<file path="src/rtl/bcd_display_scan.sv">
// Four-digit BCD extender with sticky overflow and common-anode 7-segment scan.
// Optional feature: define LEADING_ZERO_BLANK_EN to blank leading zero digits.
module bcd_display_scan #(
    parameter int SCAN_DIV = 100000
) (
    input  logic        clk,
    input  logic        reset,
    input  logic [3:0]  q_in,
    input  logic        z_in,
    output logic [15:0] count_bcd,
    output logic        ovf,
    output logic [3:0]  an,
    output logic [6:0]  seg
);

    localparam int DIV_W = $clog2(SCAN_DIV);
    localparam logic [DIV_W-1:0] DIV_LAST = DIV_W'(SCAN_DIV - 1);

    logic [3:0] units;
    logic [3:0] tens;
    logic [3:0] hundreds;
    logic [3:0] thousands;
    logic       z_d;
    logic       carry;

    logic [3:0] tens_nxt;
    logic [3:0] hundreds_nxt;
    logic [3:0] thousands_nxt;
    logic       ovf_nxt;

    logic [DIV_W-1:0] div;
    logic [1:0]       idx;
    logic [3:0]       sel_digit;
    logic             blank;
    logic [6:0]       seg_nxt;
    logic [3:0]       an_nxt;

    function automatic logic [6:0] seg_decode(input logic [3:0] d);
        case (d)
            4'd0:    seg_decode = 7'b1000000;
            4'd1:    seg_decode = 7'b1111001;
            4'd2:    seg_decode = 7'b0100100;
            4'd3:    seg_decode = 7'b0110000;
            4'd4:    seg_decode = 7'b0011001;
            4'd5:    seg_decode = 7'b0010010;
            4'd6:    seg_decode = 7'b0000010;
            4'd7:    seg_decode = 7'b1111000;
            4'd8:    seg_decode = 7'b0000000;
            4'd9:    seg_decode = 7'b0010000;
            default: seg_decode = 7'b0111111;
        endcase
    endfunction

    // A held-high wrap flag must produce a single carry, so only its rising edge counts.
    assign carry = z_in & ~z_d;

    always_comb begin
        tens_nxt      = tens;
        hundreds_nxt  = hundreds;
        thousands_nxt = thousands;
        ovf_nxt       = ovf;
        if (carry) begin
            if (tens == 4'd9) begin
                tens_nxt = 4'd0;
                if (hundreds == 4'd9) begin
                    hundreds_nxt = 4'd0;
                    if (thousands == 4'd9) begin
                        thousands_nxt = 4'd0;
                        ovf_nxt       = 1'b1;
                    end else begin
                        thousands_nxt = thousands + 4'd1;
                    end
                end else begin
                    hundreds_nxt = hundreds + 4'd1;
                end
            end else begin
                tens_nxt = tens + 4'd1;
            end
        end
    end

    always_ff @(posedge clk) begin
        if (reset) begin
            units     <= 4'd0;
            tens      <= 4'd0;
            hundreds  <= 4'd0;
            thousands <= 4'd0;
            ovf       <= 1'b0;
            z_d       <= 1'b0;
        end else begin
            units     <= q_in;
            tens      <= tens_nxt;
            hundreds  <= hundreds_nxt;
            thousands <= thousands_nxt;
            ovf       <= ovf_nxt;
            z_d       <= z_in;
        end
    end

    assign count_bcd = {thousands, hundreds, tens, units};

    always_ff @(posedge clk) begin
        if (reset) begin
            div <= '0;
            idx <= 2'd0;
        end else if (div == DIV_LAST) begin
            div <= '0;
            idx <= idx + 2'd1;
        end else begin
            div <= div + 1'b1;
        end
    end

    always_comb begin
        case (idx)
            2'd0:    sel_digit = units;
            2'd1:    sel_digit = tens;
            2'd2:    sel_digit = hundreds;
            default: sel_digit = thousands;
        endcase
    end

`ifdef LEADING_ZERO_BLANK_EN
    logic lead3;
    logic lead2;
    logic lead1;
    assign lead3 = (thousands == 4'd0);
    assign lead2 = lead3 & (hundreds == 4'd0);
    assign lead1 = lead2 & (tens == 4'd0);

    always_comb begin
        case (idx)
            2'd1:    blank = lead1;
            2'd2:    blank = lead2;
            2'd3:    blank = lead3;
            default: blank = 1'b0;
        endcase
    end
`else
    assign blank = 1'b0;
`endif

    assign seg_nxt = blank ? 7'b1111111 : seg_decode(sel_digit);
    assign an_nxt  = ~(4'b0001 << idx);

    // an and seg share one register stage so the anode never leads its segments.
    always_ff @(posedge clk) begin
        if (reset) begin
            an  <= 4'b1110;
            seg <= 7'b1000000;
        end else begin
            an  <= an_nxt;
            seg <= seg_nxt;
        end
    end

endmodule

</file>
<file path="config.mk">
export PLATFORM = sky130hd
export DESIGN_NAME = bcd_display_scan
export DESIGN_NICKNAME = d
export VERILOG_FILES = /design/src/rtl/bcd_display_scan.sv
export SDC_FILE = /design/constraint.sdc
export NUM_CORES = 1
export LEC_CHECK = 0
export CORE_MARGIN = 5
export CORE_UTILIZATION = 50
export DETAILED_ROUTE_END_ITERATION = 10
export GPL_TIMING_DRIVEN = 1
export PLACE_DENSITY = 0.77
export SYNTH_ARGS = -nofsm -noshare
export SYNTH_HDL_FRONTEND = slang
export SYNTH_SLANG_ARGS = --single-unit
</file>
<file path="constraint.sdc">
create_clock -name clk -period 2.39 [get_ports clk]
set_input_delay 0.478 -clock clk [delete_from_list [all_inputs] [get_ports clk]]
set_output_delay 0.478 -clock clk [all_outputs]
set_load 0.01 [all_outputs]
</file>
==> results.sh <==
export IMPL_status="finished clean"
export IMPL_hpwl_mm=3.167
export IMPL_max_slew_margin=0.5446
export IMPL_rsz0062_at_grt="no"
export IMPL_r2r_start="idx[1]"
export IMPL_min_to="ovf"
export IMPL_p_per_area_mw_per_mm2=564.7
export IMPL_instances_no_fill=333
export IMPL_ios=35
export IMPL_cts_hold_buf=0
export IMPL_r2r_end="seg[3]"
export IMPL_p_comb_frac=0.078
export IMPL_crit_fanout=7
export IMPL_power_frac_seq=0.549
export IMPL_avgSynthCellArea_um2=9.022
export IMPL_finalHoldViolCount=0
export IMPL_internal_power_uw=1194
export IMPL_antenna_cells=0
export IMPL_core_mm2=0.004294
export IMPL_path_clk_slew_ps=90
export IMPL_tightestPinTransition_ps=664.1
export IMPL_ys_seq_area_frac=0.4401
export IMPL_r2r_cells=7
export IMPL_setup_viol=0
export IMPL_p_sw_uw=330.1
export IMPL_first_global_vias=1651
export IMPL_max_freq_mhz=457.3
export IMPL_die_height_um=76.08
export IMPL_crit_buf_inv=2
export IMPL_cts_made_buffers=5
export IMPL_die_x_um=76.08
export IMPL_insertion_delay_ps=300
export IMPL_cp_cell_sequence="inv_1 > ha_1 > a222oi_1 > mux2_1 > inv_2 > or4b_1 > a31oi_1"
export IMPL_vias=1825
export IMPL_dpl_cell_count=325
export IMPL_swShare=0.2166
export IMPL_drt_initial_drc_count=116
export IMPL_nFillCells=375
export IMPL_area_growth_pct=23.61
export IMPL_antenna_found_initial=0
export IMPL_slowest_stage="or4b_1"
export IMPL_cp_start_kind="flop"
export IMPL_fin_crit_ps=2187
export IMPL_cp_top_family="simple AND/OR/NAND/NOR gates"
export IMPL_rrSetupSlack_ps=200
export IMPL_irDropWorstVdd_mv=0.4033
export IMPL_rows=24
export IMPL_synth_edf_count=0
export IMPL_drive_above_1_share=0.07829
export IMPL_synth_area_mm2=0.002183
export IMPL_synthCells=242
export IMPL_period_share=0.9150
export IMPL_drc=0
export IMPL_nets=296
export IMPL_report_final_slew_viol_count=0
export IMPL_ys_ff_latch=48
export IMPL_cp_arrival_ps=2410
export IMPL_cts_root_buf="clkbuf_8"
export IMPL_worst_hold_path_type="reg -> reg"
export IMPL_critPathCaptureType="flop"
export IMPL_routedWlPerCell_um=13.31
export IMPL_grt_use_total=0.1509
export IMPL_start_util=0.5084
export IMPL_slowest_delay_ps=540
export IMPL_drtAntennaViolNets=0
export IMPL_synthesis_nets=258
export IMPL_cts_resized=0
export IMPL_power_frac_clock=0.373
export IMPL_gp_congestion=0.8520
export IMPL_post_cts_setup_buffer_count=0
export IMPL_maxCapViolCount=0
export IMPL_grt_max_degree=33
export IMPL_wirelength_mm=4.431
export IMPL_synth_distinct_cells=48
export IMPL_grt_remaining_overflow=0
export IMPL_ys_warn_count=0
export IMPL_path_class="reg -> reg"
export IMPL_async_reset_ff_frac=0
export IMPL_grt_pass1_wl_mm=7.445
export IMPL_clock_skew_ps=7.955
export IMPL_synth_ff_type="dfxtp_1"
export IMPL_startpoint="idx[1]"
export IMPL_hold_start="ovf"
export IMPL_portBuffers=34
export IMPL_h_tree_depth=2
export IMPL_die_area_mm2=0.005788
export IMPL_leakage_uw=0.0009745
export IMPL_detail_route_vias_per_cell=5.480
export IMPL_first_pass_iters=4
export IMPL_worstPathRequired_ps=2610
export IMPL_cts_tree="done"
export IMPL_setup_tns_ps=0
export IMPL_cts_path_max_buffers=2
export IMPL_hold_depth=2
export IMPL_clkSinkCount=48
[per-layer routing]
| metal | global-route usage | routed length [um] | up-vias | part of all wire |
|---|---|---|---|---|
| met3 | 0.04492 | 185 | 4 | 0.042 |
| li1 | - | - | 933 | - |
| met2 | 0.2560 | 2215 | 33 | 0.50 |
| met5 | 0 | 0 | - | 0 |
| met4 | 0.04196 | 36 | 0 | 0.0081 |
| met1 | 0.1843 | 1995 | 855 | 0.45 |
[state kept, by name, summed over array words and instances (netlist names), 2 cells and up]
name,count
seg,7
tens,4
hundreds,4
div,17
idx,2
units,4
thousands,4
an,4
[logic make-up (layout without fill, tap and decap cells)]
group | after synthesis | after routing | synth area share
fa+ha+maj | 9 | 9 | 0.05158
buf+inv | 24 | 63 | 0.04584
xor+xnor | 14 | 14 | 0.05616
mux | 5 | 5 | 0.02350
compound gates | 44 | 44 | 0.1289
simple gates | 98 | 98 | 0.2539
flops | 48 | 48 | 0.4401
[power groups by stage]
| stage | Sequential (uW) | Clock [uW] | Combinational [uW] |
|---|---|---|---|
| finish | 837 | 568 | 119 |
| CTS | 837 | 584 | 120 |
| global route | 839 | 618 | 132 |
| detailed placement | 856 | 0 | 120 |
| floorplan | 859 | 0 | 57.0 |
| global placement | 855 | 0 | 119 |
[worst max path at each step]
stage | to | depth (start not counted)
6_report | seg[3] | 7
5_1_grt | seg[3] | 7
4_1_cts | seg[0] | 7
3_5_place_dp | seg[0] | 7
3_3_place_gp | seg[0] | 6
2_1_floorplan | seg[2] | 8
[area by class of cell]
cell class / instances / area [um^2] / area share
multi-input cells: 170 / 1122 / 0.4159
flip-flops and latches: 48 / 962.2 / 0.3565
repair buffers: 40 / 385.4 / 0.1428
clock buffers: 6 / 72.57 / 0.02689
well taps: 52 / 65.06 / 0.02411
inverters: 15 / 56.30 / 0.02086
clock inverters: 2 / 35.03 / 0.01298
[tightest hold or removal path: stages, from the launching register on]
cell and delay (ps):
dfxtp_1 320, inv_1 50, a21oi_1 50
[through the flow]
| stage | util | hold slack, ps | cell area (um^2) | worst slack [ps] | power, uW |
|---|---|---|---|---|---|
| 3_5_place_dp | 0.6031 | 444.5 | 2590 | 182.0 | 975.5 |
| 5_1_grt | 0.6285 | 493.9 | 2699 | 12.07 | 1589 |
| 2_1_floorplan | - | 453.2 | 2183 | 343.2 | 915.7 |
| 3_3_place_gp | 0.6031 | 438.1 | 2590 | 294.4 | 973.9 |
| 4_1_cts | 0.6282 | 457.7 | 2698 | 164.1 | 1541 |
| 6_report | 0.6285 | 453.4 | 2699 | 203.3 | 1524 |
[synth_stat cells, types with 3 or more instances]
master / n / area (um^2)
a31oi_1: 3 / 18.77
inv_1: 14 / 52.55
buf_2: 4 / 20.02
nand3_1: 8 / 40.04
and3_1: 3 / 18.77
xor2_1: 10 / 87.58
mux2i_1: 4 / 40.04
nor3_1: 3 / 15.01
a21oi_1: 15 / 75.07
o21ai_0: 11 / 55.05
xnor2_1: 4 / 35.03
or3_1: 4 / 25.02
dfxtp_1: 48 / 960.9
or4_1: 5 / 37.54
nand2_1: 11 / 41.29
nand2b_1: 5 / 31.28
nand4_1: 9 / 56.30
a222oi_1: 4 / 40.04
nor2b_1: 11 / 68.82
nor2_1: 23 / 86.33
clkbuf_1: 4 / 15.01
ha_1: 9 / 112.6
[cell usage in the layout (no fill, tap or decap), types with 2 or more instances in the layout]
cell / netlist / routed
a31oi_1: 3 / 3
a222oi_1: 4 / 4
or4_1: 5 / 5
nand3_1: 8 / 8
or3_1: 4 / 4
clkdlybuf4s50_1: 0 / 34
dfxtp_1: 48 / 47
xnor2_1: 4 / 4
o31ai_1: 2 / 2
nor2_1: 23 / 23
buf_4: 0 / 6
nor3_1: 3 / 3
inv_1: 14 / 14
ha_1: 9 / 9
and3_1: 3 / 3
nand2b_1: 5 / 5
nand4_1: 9 / 9
nor2b_1: 11 / 11
mux2i_1: 4 / 4
nand2_1: 11 / 11
nand3b_1: 2 / 2
nor3b_1: 2 / 2
o21ai_0: 11 / 11
a221oi_1: 2 / 2
clkbuf_8: 0 / 5
xor2_1: 10 / 10
a21oi_1: 15 / 15
Note: power is estimated with default switching activity, not from simulation.
==> variant (config.mk and constraints unchanged) <==
Add an input register stage for `q_in` and `z_in`, without a reset; this delays them by one clock.
--- a/src/rtl/bcd_display_scan.sv
+++ b/src/rtl/bcd_display_scan.sv
@@ -16,4 +16,12 @@
     localparam int DIV_W = $clog2(SCAN_DIV);
     localparam logic [DIV_W-1:0] DIV_LAST = DIV_W'(SCAN_DIV - 1);
+
+    logic [3:0] q_q;
+    logic z_q;
+
+    always_ff @(posedge clk) begin
+        q_q <= q_in;
+        z_q <= z_in;
+    end
 
     logic [3:0] units;
@@ -53,5 +61,5 @@
 
     // A held-high wrap flag must produce a single carry, so only its rising edge counts.
-    assign carry = z_in & ~z_d;
+    assign carry = z_q & ~z_d;
 
     always_comb begin
@@ -89,10 +97,10 @@
             z_d       <= 1'b0;
         end else begin
-            units     <= q_in;
+            units     <= q_q;
             tens      <= tens_nxt;
             hundreds  <= hundreds_nxt;
             thousands <= thousands_nxt;
             ovf       <= ovf_nxt;
-            z_d       <= z_in;
+            z_d       <= z_q;
         end
     end
Formal check against the unedited RTL: not equivalent (a bounded check fails within 4 cycles, from zero or initial values and one cycle with reset high).
==> variant against the original RTL <==
  * Setup slack gained 3.9 ps
  * Count of clock-buffer cells in the layout grew 1
  * Final area grew 3.6%
  * Non-clock buffer count shrank 3
  * Routed wire length shrank 2.1%
  * Global-route usage shrank 0.22 points
  * Area after synthesis grew 5.4%
  * Highest routed layer unchanged
  * Total power grew 9.0%
  * Sequential cell count grew 5
  * Largest cell class unchanged
==> variant: results (changes against the original RTL) <==
outcome: finished clean
Top Registers: div x17, seg x7
CP max stage delay: 420 ps (-120 ps)
first-pass iteration count of the detailed router: 4 (unchanged)
worst hold path class: reg2reg
largest net degree at the start of global routing: 35 (+6.1%)
Max Root-Sink Buffers: 2 (unchanged)
CP Capture Point: seg[4]
nets@finish: 291 (-1.7%)
Final Worst Setup Slack: 207.2 ps (+3.940 ps)
CP top delay family: compound AO/OA/AOI/OAI gates
Hold Crit Depth: 1 (-1)
worst slew pin tran: 608.2 ps (-55.82 ps)
sequential fraction of the synthesis area: 0.4609 (+0.02075)
Placement Setup Slack: 157.5 ps (-24.46 ps)
routed wire length: 4338 um (-2.1%)
net load switching power: 0.0003490 W (+5.7%)
crit path max-delay cell type: dfxtp_1
DR vias/cell: 5.409 (-1.3%)
wire length of the first global-routing pass: 7403 um (-0.56%)
gr usage total: 0.1487 (-0.002219)
antenna violations before repair: 0 (unchanged)
Static Leak: 1.039 nW (+6.6%)
Worst Setup SP: idx[1]
clock skew: 7.011 ps (-0.9446 ps)
leading post-synthesis cells by cell area: dfxtp_1, ha_1, xor2_1
layout cells sized above 1: 0.08333 (+0.005042)
CTS buffer count: 5 (unchanged)
post-DR wirelength/cell: 13.23 um (-0.61%)
r2r worst-path depth: 8 (+1)
Ant. Diodes: 0 (unchanged)
number of global-route vias before repair: 1681 (+1.8%)
Synth top cells by count: dfxtp_1, nor2_1, a21oi_1
Synth Flop Type: dfxtp_1
crit path DAT: 2410 ps (about the same)
worst-path fanout max: 5 (-2)
distinct cell type count after synthesis: 46 (-4.2%)
synth warn: 0 (unchanged)
Final Wtd Congestion: 0.7808 (-8.4%)
dpl cells: 318 (-2.2%)
VDD IR max: 0.4608 mV (+14%)
Mapped Cells: 242 (unchanged)
DP Wirelength: 3122 um (-1.4%)
Resize count post-CTS: 0 (unchanged)
deepest level of the CTS H-tree: 2 (unchanged)
DR iter-0 viols: 149 (+28%)
Worst-path clk slew: 90 ps (about the same)
number of I/O port buffers: 34 (unchanged)
asr flop ratio synth: 0 (unchanged)
R2R setup slack: 210 ps
variant: final cells by class:
type / count / area [sq um]
Tap cell: 52 / 65.06
Inverter: 11 / 41.29
Fill cell: 378 / 1618
Clock buffer: 7 / 86.33
Timing Repair Buffer: 37 / 362.8
Clock inverter: 1 / 30.03
Sequential cell: 53 / 1062
Multi-Input combinational cell: 167 / 1149
variant: cells by family after synthesis:
group | share of synthesized area
and+or+nand+nor | 0.2446
DFF | 0.4609
AOI/OAI and AO/OA | 0.1044
buffers and inverters | 0.04185
xor gates and xnor gates | 0.06087
adders and majority gates | 0.04891
muxes | 0.03858
variant: stage by stage:
step	setup TNS [ps]	hold WS (ps)	instance area, sq um
3_3_place_gp	0	422.4	2660
6_report	0	441.4	2796
3_5_place_dp	0	420.4	2660
2_1_floorplan	0	412.9	2302
5_1_grt	-20.99	473.7	2796
4_1_cts	0	442.4	2776
variant: metal layers:
layer	share of wire	GRT usage	vias up
li1	-	-	911
met3	0.060	0.03935	7
met4	0.016	0.07388	0
met2	0.47	0.2446	37
met1	0.45	0.1779	819
met5	0	0	-
variant: worst min path at each step:
stage           start        to
2_1_floorplan  div[0]    div[0]
3_3_place_gp   q_q[3]  units[3]
3_5_place_dp   q_q[1]  units[1]
4_1_cts        q_q[1]  units[1]
5_1_grt        q_q[3]  units[3]
6_report       q_q[1]  units[1]
variant: power by group through the flow:
stage,Sequential [W],Clock [W],Combinational (W)
2_1_floorplan,0.000947,0,0.0000603
3_3_place_gp,0.000944,0,0.000115
3_5_place_dp,0.000945,0,0.000117
4_1_cts,0.000924,0.000639,0.000117
5_1_grt,0.000927,0.000672,0.000133
6_report,0.000924,0.000618,0.000119
